File: config.mk
export PLATFORM = sky130hd
export DESIGN_NAME = pkt_data_buffer
export DESIGN_NICKNAME = d
export VERILOG_FILES = /design/src/rtl/pkt_data_buffer.sv
export SDC_FILE = /design/constraint.sdc
export NUM_CORES = 1
export LEC_CHECK = 0
export BUFFER_PORTS_ARGS = -buffer_cell sky130_fd_sc_hd__buf_4
export CAP_MARGIN = 40
export CORE_AREA = 2 2 228 230
export DETAILED_ROUTE_END_ITERATION = 12
export DIE_AREA = 0 0 230 232
export PLACE_DENSITY = 0.59
export SETUP_SLACK_MARGIN = 0.15
export SLEW_MARGIN = 20
export SYNTH_ARGS = -nofsm -noshare
export SYNTH_HDL_FRONTEND = slang
export SYNTH_SLANG_ARGS = --single-unit
File: constraint.sdc
create_clock -name clk -period 3.6 [get_ports clk]
set_input_delay 0.36 -clock clk [delete_from_list [all_inputs] [get_ports clk]]
set_output_delay 0.36 -clock clk [all_outputs]
set_load 0.1 [all_outputs]
File: src/rtl/pkt_data_buffer.sv
// Packet retransmit buffer: FIFO with a commit pointer so that read
// data stays held until the packet is acked (commit) or replayed (rewind).
module pkt_data_buffer #(
  parameter int DATA_W    = 8,
  parameter int DEPTH     = 64,
  parameter int AF_THRESH = DEPTH - 4
) (
  input  logic                    clk,
  input  logic                    n_rst,
  input  logic                    store_data,
  input  logic [DATA_W-1:0]       wdata,
  input  logic                    get_data,
  output logic [DATA_W-1:0]       rdata,
  input  logic                    commit,
  input  logic                    rewind,
  input  logic                    clear,
  output logic [$clog2(DEPTH):0]  buffer_occupancy,
  output logic [$clog2(DEPTH):0]  pending_count,
  output logic                    full,
  output logic                    empty,
  output logic                    almost_full,
  output logic                    overflow_err,
  output logic                    underflow_err
);

  localparam int AW = $clog2(DEPTH);
  localparam int PW = AW + 1;

  logic [DATA_W-1:0] mem [DEPTH];

  logic [PW-1:0] wptr;
  logic [PW-1:0] rptr;
  logic [PW-1:0] cptr;
  logic [PW-1:0] used;

  logic do_store;
  logic do_get;
  logic do_commit;
  logic do_rewind;

  assign buffer_occupancy = wptr - rptr;
  assign pending_count    = rptr - cptr;
  assign used             = wptr - cptr;

  assign full        = (used == PW'(DEPTH));
  assign empty       = (buffer_occupancy == '0);
  assign almost_full = (used >= PW'(AF_THRESH));

  // rewind outranks the read side; the write side only yields to clear
  assign do_rewind = rewind & ~clear;
  assign do_get    = get_data & ~empty & ~clear & ~rewind;
  assign do_commit = commit & ~clear & ~rewind;
  assign do_store  = store_data & ~full & ~clear;

  always_ff @(posedge clk) begin
    if (do_store) begin
      mem[wptr[AW-1:0]] <= wdata;
    end
  end

  always_ff @(posedge clk or negedge n_rst) begin
    if (!n_rst) begin
      wptr          <= '0;
      rptr          <= '0;
      cptr          <= '0;
      rdata         <= '0;
      overflow_err  <= 1'b0;
      underflow_err <= 1'b0;
    end else if (clear) begin
      wptr          <= '0;
      rptr          <= '0;
      cptr          <= '0;
      rdata         <= '0;
      overflow_err  <= 1'b0;
      underflow_err <= 1'b0;
    end else begin
      if (do_store) begin
        wptr <= wptr + PW'(1);
      end
      unique case (1'b1)
        do_rewind: rptr <= cptr;
        do_get: begin
          rptr  <= rptr + PW'(1);
          rdata <= mem[rptr[AW-1:0]];
        end
        default: ;
      endcase
      if (do_commit) begin
        cptr <= rptr;
      end
      if (store_data && full) begin
        overflow_err <= 1'b1;
      end
      if (get_data && empty && !rewind) begin
        underflow_err <= 1'b1;
      end
    end
  end

endmodule

Word-level counts from Yosys, hierarchy flattened

Memory sizes are Yosys's and may differ from the RTL's.
Cells that the tools add are included.

Register bits after elaboration: 31
RAM bits: 512
Input bits: 15
Logic and storage cells: 51
Memories: 1

Add/subtract/negate cells: 5
Magnitude comparators: 1
Equality and inequality tests: 1
Muxes and demuxes: 14
Bitwise operators: 12
Reduce and logical (&&, ||, !) cells: 11

Memory list:

| name | depth | bits a word | rd ports | clocked after Yosys merged registers in | write ports | line | source |
|---|---|---|---|---|---|---|---|
| mem  | 64    | 8           | 1        | 0                                       | 1           | 29   | `logic [DATA_W-1:0] mem [DEPTH];` |

Operators with widths:

| kind                                                                   | count |
|---|---|
| 7-bit two-way mux                                                      | 5 |
| 7-bit subtractor                                                       | 3 |
| 8-bit two-way mux                                                      | 2 |
| 7-bit by 1-bit adder with 7-bit output (second input constant)         | 2 |
| 7-bit one-hot mux with 2 select lines                                  | 1 |
| 2-bit nonzero test                                                     | 5 |
| 1-bit bitwise AND                                                      | 8 |
| 7-bit == test (second input constant)                                  | 1 |
| 7-bit by 6-bit >= comparator with 1-bit output (second input constant) | 1 |
| 7-bit zero test                                                        | 1 |
| 1-bit two-way mux                                                      | 6 |
| 1-bit inverter                                                         | 4 |
| 1-bit logical AND                                                      | 3 |
| 3-bit nonzero test                                                     | 1 |
| 1-bit zero test                                                        | 1 |

Depth between registers and ports, before layout

Depth after elaboration: 8
Gate-level depth with buffers: 13
Mapped depth without buffers: 11

Worst setup path after synthesis

OpenSTA, ideal clock, no wires.

Kind: register to output
Start point: reg wptr[1]
End point: out almost_full
Arrival: 4.513 ns
Data required time: 3.240 ns
Setup slack: -1.273 ns
Stages on the path, launching flop included: 6
Buffers on the path: 0
Cell sequence: dfrtp_1 -> ha_1 -> nand2b_1 -> a2111oi_0 -> a211oi_1 -> o41ai_1

Word-level cells in the longest chain between the ends: 2

RTL lines:

| what                                           | line | source |
|---|---|---|
| from (decl)                                    | 31   | `logic [PW-1:0] wptr;` |
| from (signal assigned)                         | 78   | `wptr <= wptr + PW'(1);` |
| 7-bit subtractor                               | 43   | `assign used = wptr - cptr;` |
| 7-bit by 6-bit >= comparator with 1-bit output | 47   | `assign almost_full = (used >= PW'(AF_THRESH));` |
| to (decl)                                      | 21   | `output logic almost_full,` |

No other way between the ends.

Final worst setup path

Start point: reg wptr[0]
End point: out empty

Word-level cells in the longest chain between the ends: 2

RTL lines:

| what             | line | source |
|---|---|---|
| 7-bit subtractor | 41   | `assign buffer_occupancy = wptr - rptr;` |
| 7-bit zero test  | 46   | `assign empty = (buffer_occupancy == '0);` |
| to (decl)        | 20   | `output logic empty,` |

No other way between the ends.

==> run summary <==
In this run the vertical extent of the chip is 232 µm. The run finished with clean final reports. The endpoint identified for the worst register-to-register timing path is mem[45][2]. The routed design has 55.5 mm of wire. Before antenna repair, the detailed router went through 8 iterations. The detailed-route vias per instance is 5.80, and the buffer levels on the longest clock path is 3. The total clock sinks was 543; the total global routing overflow was 0.

In this run, distinct cell masters in the synthesized netlist total 65. In the final routed layout, each cell accounts on average for 26.9 µm. Yosys printed 0 warnings. The number of enable-type register cells in the synthesized netlist is 512, and the power density over the cells is 550 nW/µm². Setup repair after global routing could not meet its margin everywhere. The filler cells instantiated in the layout total 4196. The worst setup path is of the flip-flop to output pin kind. The top cell types in the final layout, fill and taps aside, are sky130_fd_sc_hd__edfxtp_1 (512), sky130_fd_sc_hd__buf_4 (140), sky130_fd_sc_hd__mux4_2 (128). The worst-case IR drop observed on VDD is 354 µV. Across all register-to-register paths, the minimum setup slack is 0.33 ns. In this run the static leakage power is 8.44 nW. Across the routed clock network, the largest skew measured is 0.0231 ns. Measured in cells, the most critical reg-to-reg path has a length of 10. The cell count after synthesis came out at 1184. The summed negative setup slack over all endpoints came out at 0 ns. The launch instance of the worst register-to-register path is cptr[2].

The run gives 56 as the TritonCTS buffer count. Across all hold checks on the routed design, the worst slack comes to 0.0633 ns. After clock tree synthesis, the clock-pin slew on the worst setup and hold paths is 0.07 ns. Among all flip-flop cells after synthesis, the most frequent one is sky130_fd_sc_hd__edfxtp_1. In this run the core area contains 83 standard-cell rows. 42 I/O pins were placed. Derived from the worst setup path, the maximum achievable clock frequency is 295 MHz. The logs give 11940 for the routed via count and 78 for the pin count of the biggest net entering global routing.

The final max-slew violation count is 0. The tools report the area taken by multi-input logic gates as 5670 µm². Once detail routing completed, the nets flagged for antenna violations numbered 0. The floorplan step defined a die boundary enclosing 53400 µm². The logs give 50900 µm² for the area of the core and 1270 for the DRC marker count from the first detailed-route iteration. The beginning of the critical path was wptr[0].

STA classifies the critical path startpoint as a flip-flop. The share of the yosys chip area belonging to registers came out at 73.1%. CTS placed an instance of sky130_fd_sc_hd__clkbuf_16 at the clock tree root.

The most critical setup path has its endpoint at empty. The number of maximum-capacitance violations is 0, and the xor/xnor share of the synthesized area is 0.674%. The number of antenna diodes in the final layout is 0.

In the routed design, unresolved DRC markers number 0. The post-detailed-placement half-perimeter wirelength was 33.3 mm. At the pin with the least slew margin, the transition time is 0.794 ns. The initial utilization of the core area, before any placement, comes to 43.4%. The cell area that synthesis handed to floorplanning was 22100 µm².

Class of the most critical hold timing path: input pin to flip-flop. The ratio of cells with drive above 1 in the final layout was 27.9%; the via count of the first global-routing pass was 12065. The post-synthesis async set-or-reset flop share was 5.71%; the highest fanout seen on the critical path was 7. Setup violations remaining at the end of the flow were counted as 0. The tools report the kind of capture point of the worst setup path as an output pin. The average cell area after synthesis works out to 18.7 µm². Summing the areas of all and, or, nand and nor instances in the mapped netlist gives 4.92% of the synthesized area.

For the number of hold-slack violations in the final timing report, the log shows 0. Share of synthesized cell area in full adder, half adder and majority cells: 1.31%. The logs give 2 for the depth of the CTS H-tree and 3.24 ns for the data required time at the worst endpoint.

In this run the horizontal extent of the chip is 230 µm. The fraction of the cycle the final worst path needs came out at 94.1%. The synthesized net count was 1221; the global-route wire length before repair was 81.9 mm. Largest family of logic cells by synthesized area: multiplexers. The time the final worst path needs with I/O delays and setup came out at 3.39 ns. The multiplexer fraction of the synthesized cell area came out at 13.7%. The worst slew slack as a fraction of its limit was 46.9%; the quantity of I/O buffers inserted on ports was 41. In the final design database the tool counted 1374 nets.

From synthesis to final layout, the design area changed by 16.7%. The number of storage elements in the synthesis netlist was 543. The library cell used most frequently in the layout, excluding fill and tap cells, is sky130_fd_sc_hd__edfxtp_1. The number of antenna violations at the first check in global routing was 0. The tools report the clock latency reported for the late side of the worst-skew pair as 0.61 ns. TritonCTS built the clock tree. The area fraction in compound gates after synthesis came out at 4.57%. Registers take 16200 µm². The weighted congestion at the end of routability-driven global placement was 0.845. Data arrives at the worst endpoint at 3.03 ns. Global routing used 20.9% of the available tracks across all layers.
flip-flops by register name, indices dropped and copies added, names as in the netlist:
name	cells
overflow_err	1
cptr	7
rdata	8
wptr	7
underflow_err	1
mem	512
rptr	7
report_power, final:
part           switching, mW  internal [mW]  leakage, nW  total (mW)
Sequential            0.0247           6.95         5.02        6.97
Combinational           1.19          0.601         2.58        1.80
Clock                   2.33           3.09        0.831        5.42
Total                   3.55           10.6         8.44        14.2
layout make-up:
class	count	share of cell area, %
Clock buffer	75	5.91
Timing Repair Buffer	151	5.01
Clock inverter	26	0.680
Sequential cell	543	62.7
Inverter	26	0.393
Multi-Input combinational cell	559	22.0
Tap cell	680	3.30
cell families (layout without fill, tap and decap cells):
kind of cell / after synthesis / after routing
and+or+nand+nor: 236 / 236
muxes: 142 / 142
AOI/OAI and AO/OA: 142 / 142
xor gates and xnor gates: 17 / 17
buffers and inverters: 82 / 278
adders and majority gates: 22 / 22
DFF: 543 / 543
cell usage after synthesis (3+ instances only):
master | n | area [µm²]
sky130_fd_sc_hd__a22o_1 | 15 | 131
sky130_fd_sc_hd__xnor2_1 | 13 | 114
sky130_fd_sc_hd__buf_4 | 5 | 37.5
sky130_fd_sc_hd__or3_1 | 3 | 18.8
sky130_fd_sc_hd__mux4_2 | 128 | 2880
sky130_fd_sc_hd__a31oi_1 | 16 | 100
sky130_fd_sc_hd__ha_1 | 20 | 250
sky130_fd_sc_hd__o21ai_0 | 24 | 120
sky130_fd_sc_hd__nor4_1 | 5 | 31.3
sky130_fd_sc_hd__buf_6 | 3 | 33.8
sky130_fd_sc_hd__a21oi_1 | 23 | 115
sky130_fd_sc_hd__nor3_1 | 5 | 25.0
sky130_fd_sc_hd__o221ai_1 | 15 | 131
sky130_fd_sc_hd__a221oi_1 | 15 | 131
sky130_fd_sc_hd__nor2_1 | 97 | 364
sky130_fd_sc_hd__a211oi_1 | 3 | 22.5
sky130_fd_sc_hd__dfrtp_1 | 31 | 776
sky130_fd_sc_hd__nor2b_1 | 9 | 56.3
sky130_fd_sc_hd__inv_1 | 24 | 90.1
sky130_fd_sc_hd__o32ai_1 | 3 | 26.3
sky130_fd_sc_hd__or4_1 | 7 | 52.6
sky130_fd_sc_hd__xor2_1 | 4 | 35.0
sky130_fd_sc_hd__edfxtp_1 | 512 | 15400
sky130_fd_sc_hd__o211ai_1 | 3 | 22.5
sky130_fd_sc_hd__buf_1 | 6 | 22.5
sky130_fd_sc_hd__o22ai_1 | 6 | 37.5
sky130_fd_sc_hd__nand3_1 | 5 | 25.0
sky130_fd_sc_hd__nand2_1 | 78 | 293
sky130_fd_sc_hd__a21o_1 | 4 | 30.0
sky130_fd_sc_hd__mux2i_1 | 12 | 120
sky130_fd_sc_hd__nand2b_1 | 8 | 50.1
sky130_fd_sc_hd__clkbuf_1 | 19 | 71.3
sky130_fd_sc_hd__nand4_1 | 3 | 18.8
sky130_fd_sc_hd__buf_2 | 23 | 115
per-layer routing:
layer / GRT usage, % / part of all wire, % / vias up
met4: 7.36 / 3.5 / 0
met2: 32.5 / 46 / 470
met5: 0 / 0 / -
li1: - / - / 5124
met1: 30.3 / 44 / 6237
met3: 3.00 / 6.6 / 109
critical path: stages, from the launching register on:
cell	delay (ns)
sky130_fd_sc_hd__dfrtp_2	0.45
sky130_fd_sc_hd__inv_2	0.12
sky130_fd_sc_hd__ha_1	0.19
sky130_fd_sc_hd__inv_1	0.06
sky130_fd_sc_hd__fa_2	0.41
sky130_fd_sc_hd__a211oi_4	0.30
sky130_fd_sc_hd__nor4_1	0.08
sky130_fd_sc_hd__nand3b_4	0.17
sky130_fd_sc_hd__nand4bb_4	0.31
sky130_fd_sc_hd__clkinvlp_4	0.14
sky130_fd_sc_hd__buf_8	0.19
how the worst min path moves through the flow:
stage | from | end | slack, ns | cells after the start
2_1_floorplan | n_rst | cptr[0] | 0.06 | 0
3_3_place_gp | n_rst | overflow_err | 0.33 | 1
3_5_place_dp | n_rst | rdata[0] | 0.33 | 1
4_1_cts | store_data | overflow_err | 0.03 | 3
5_1_grt | store_data | overflow_err | 0.08 | 3
6_report | store_data | overflow_err | 0.06 | 3
metrics by stage:
step           util (%)  worst slack [ns]  instances  cell area, µm²  power (mW)
2_1_floorplan         -            0.0373       1184           22200        8.31
3_3_place_gp       46.9             0.326       1952           23900        8.84
3_5_place_dp       46.9             0.202       1952           23900        8.85
4_1_cts            50.4             0.123       2055           25700        14.3
5_1_grt            50.7            0.0429       2060           25800        14.6
6_report           50.7             0.213       2060           25800        14.2
repair_timing:
item                       CTS  global route
buffers inserted             0             2
setup endpoints to repair    4           150
hold buffers                 1             0
resized for setup           10             9
pin swaps                    0             1
hold endpoints to repair    31             0
cloned                       1             2
(Power assumes the default switching activity.)
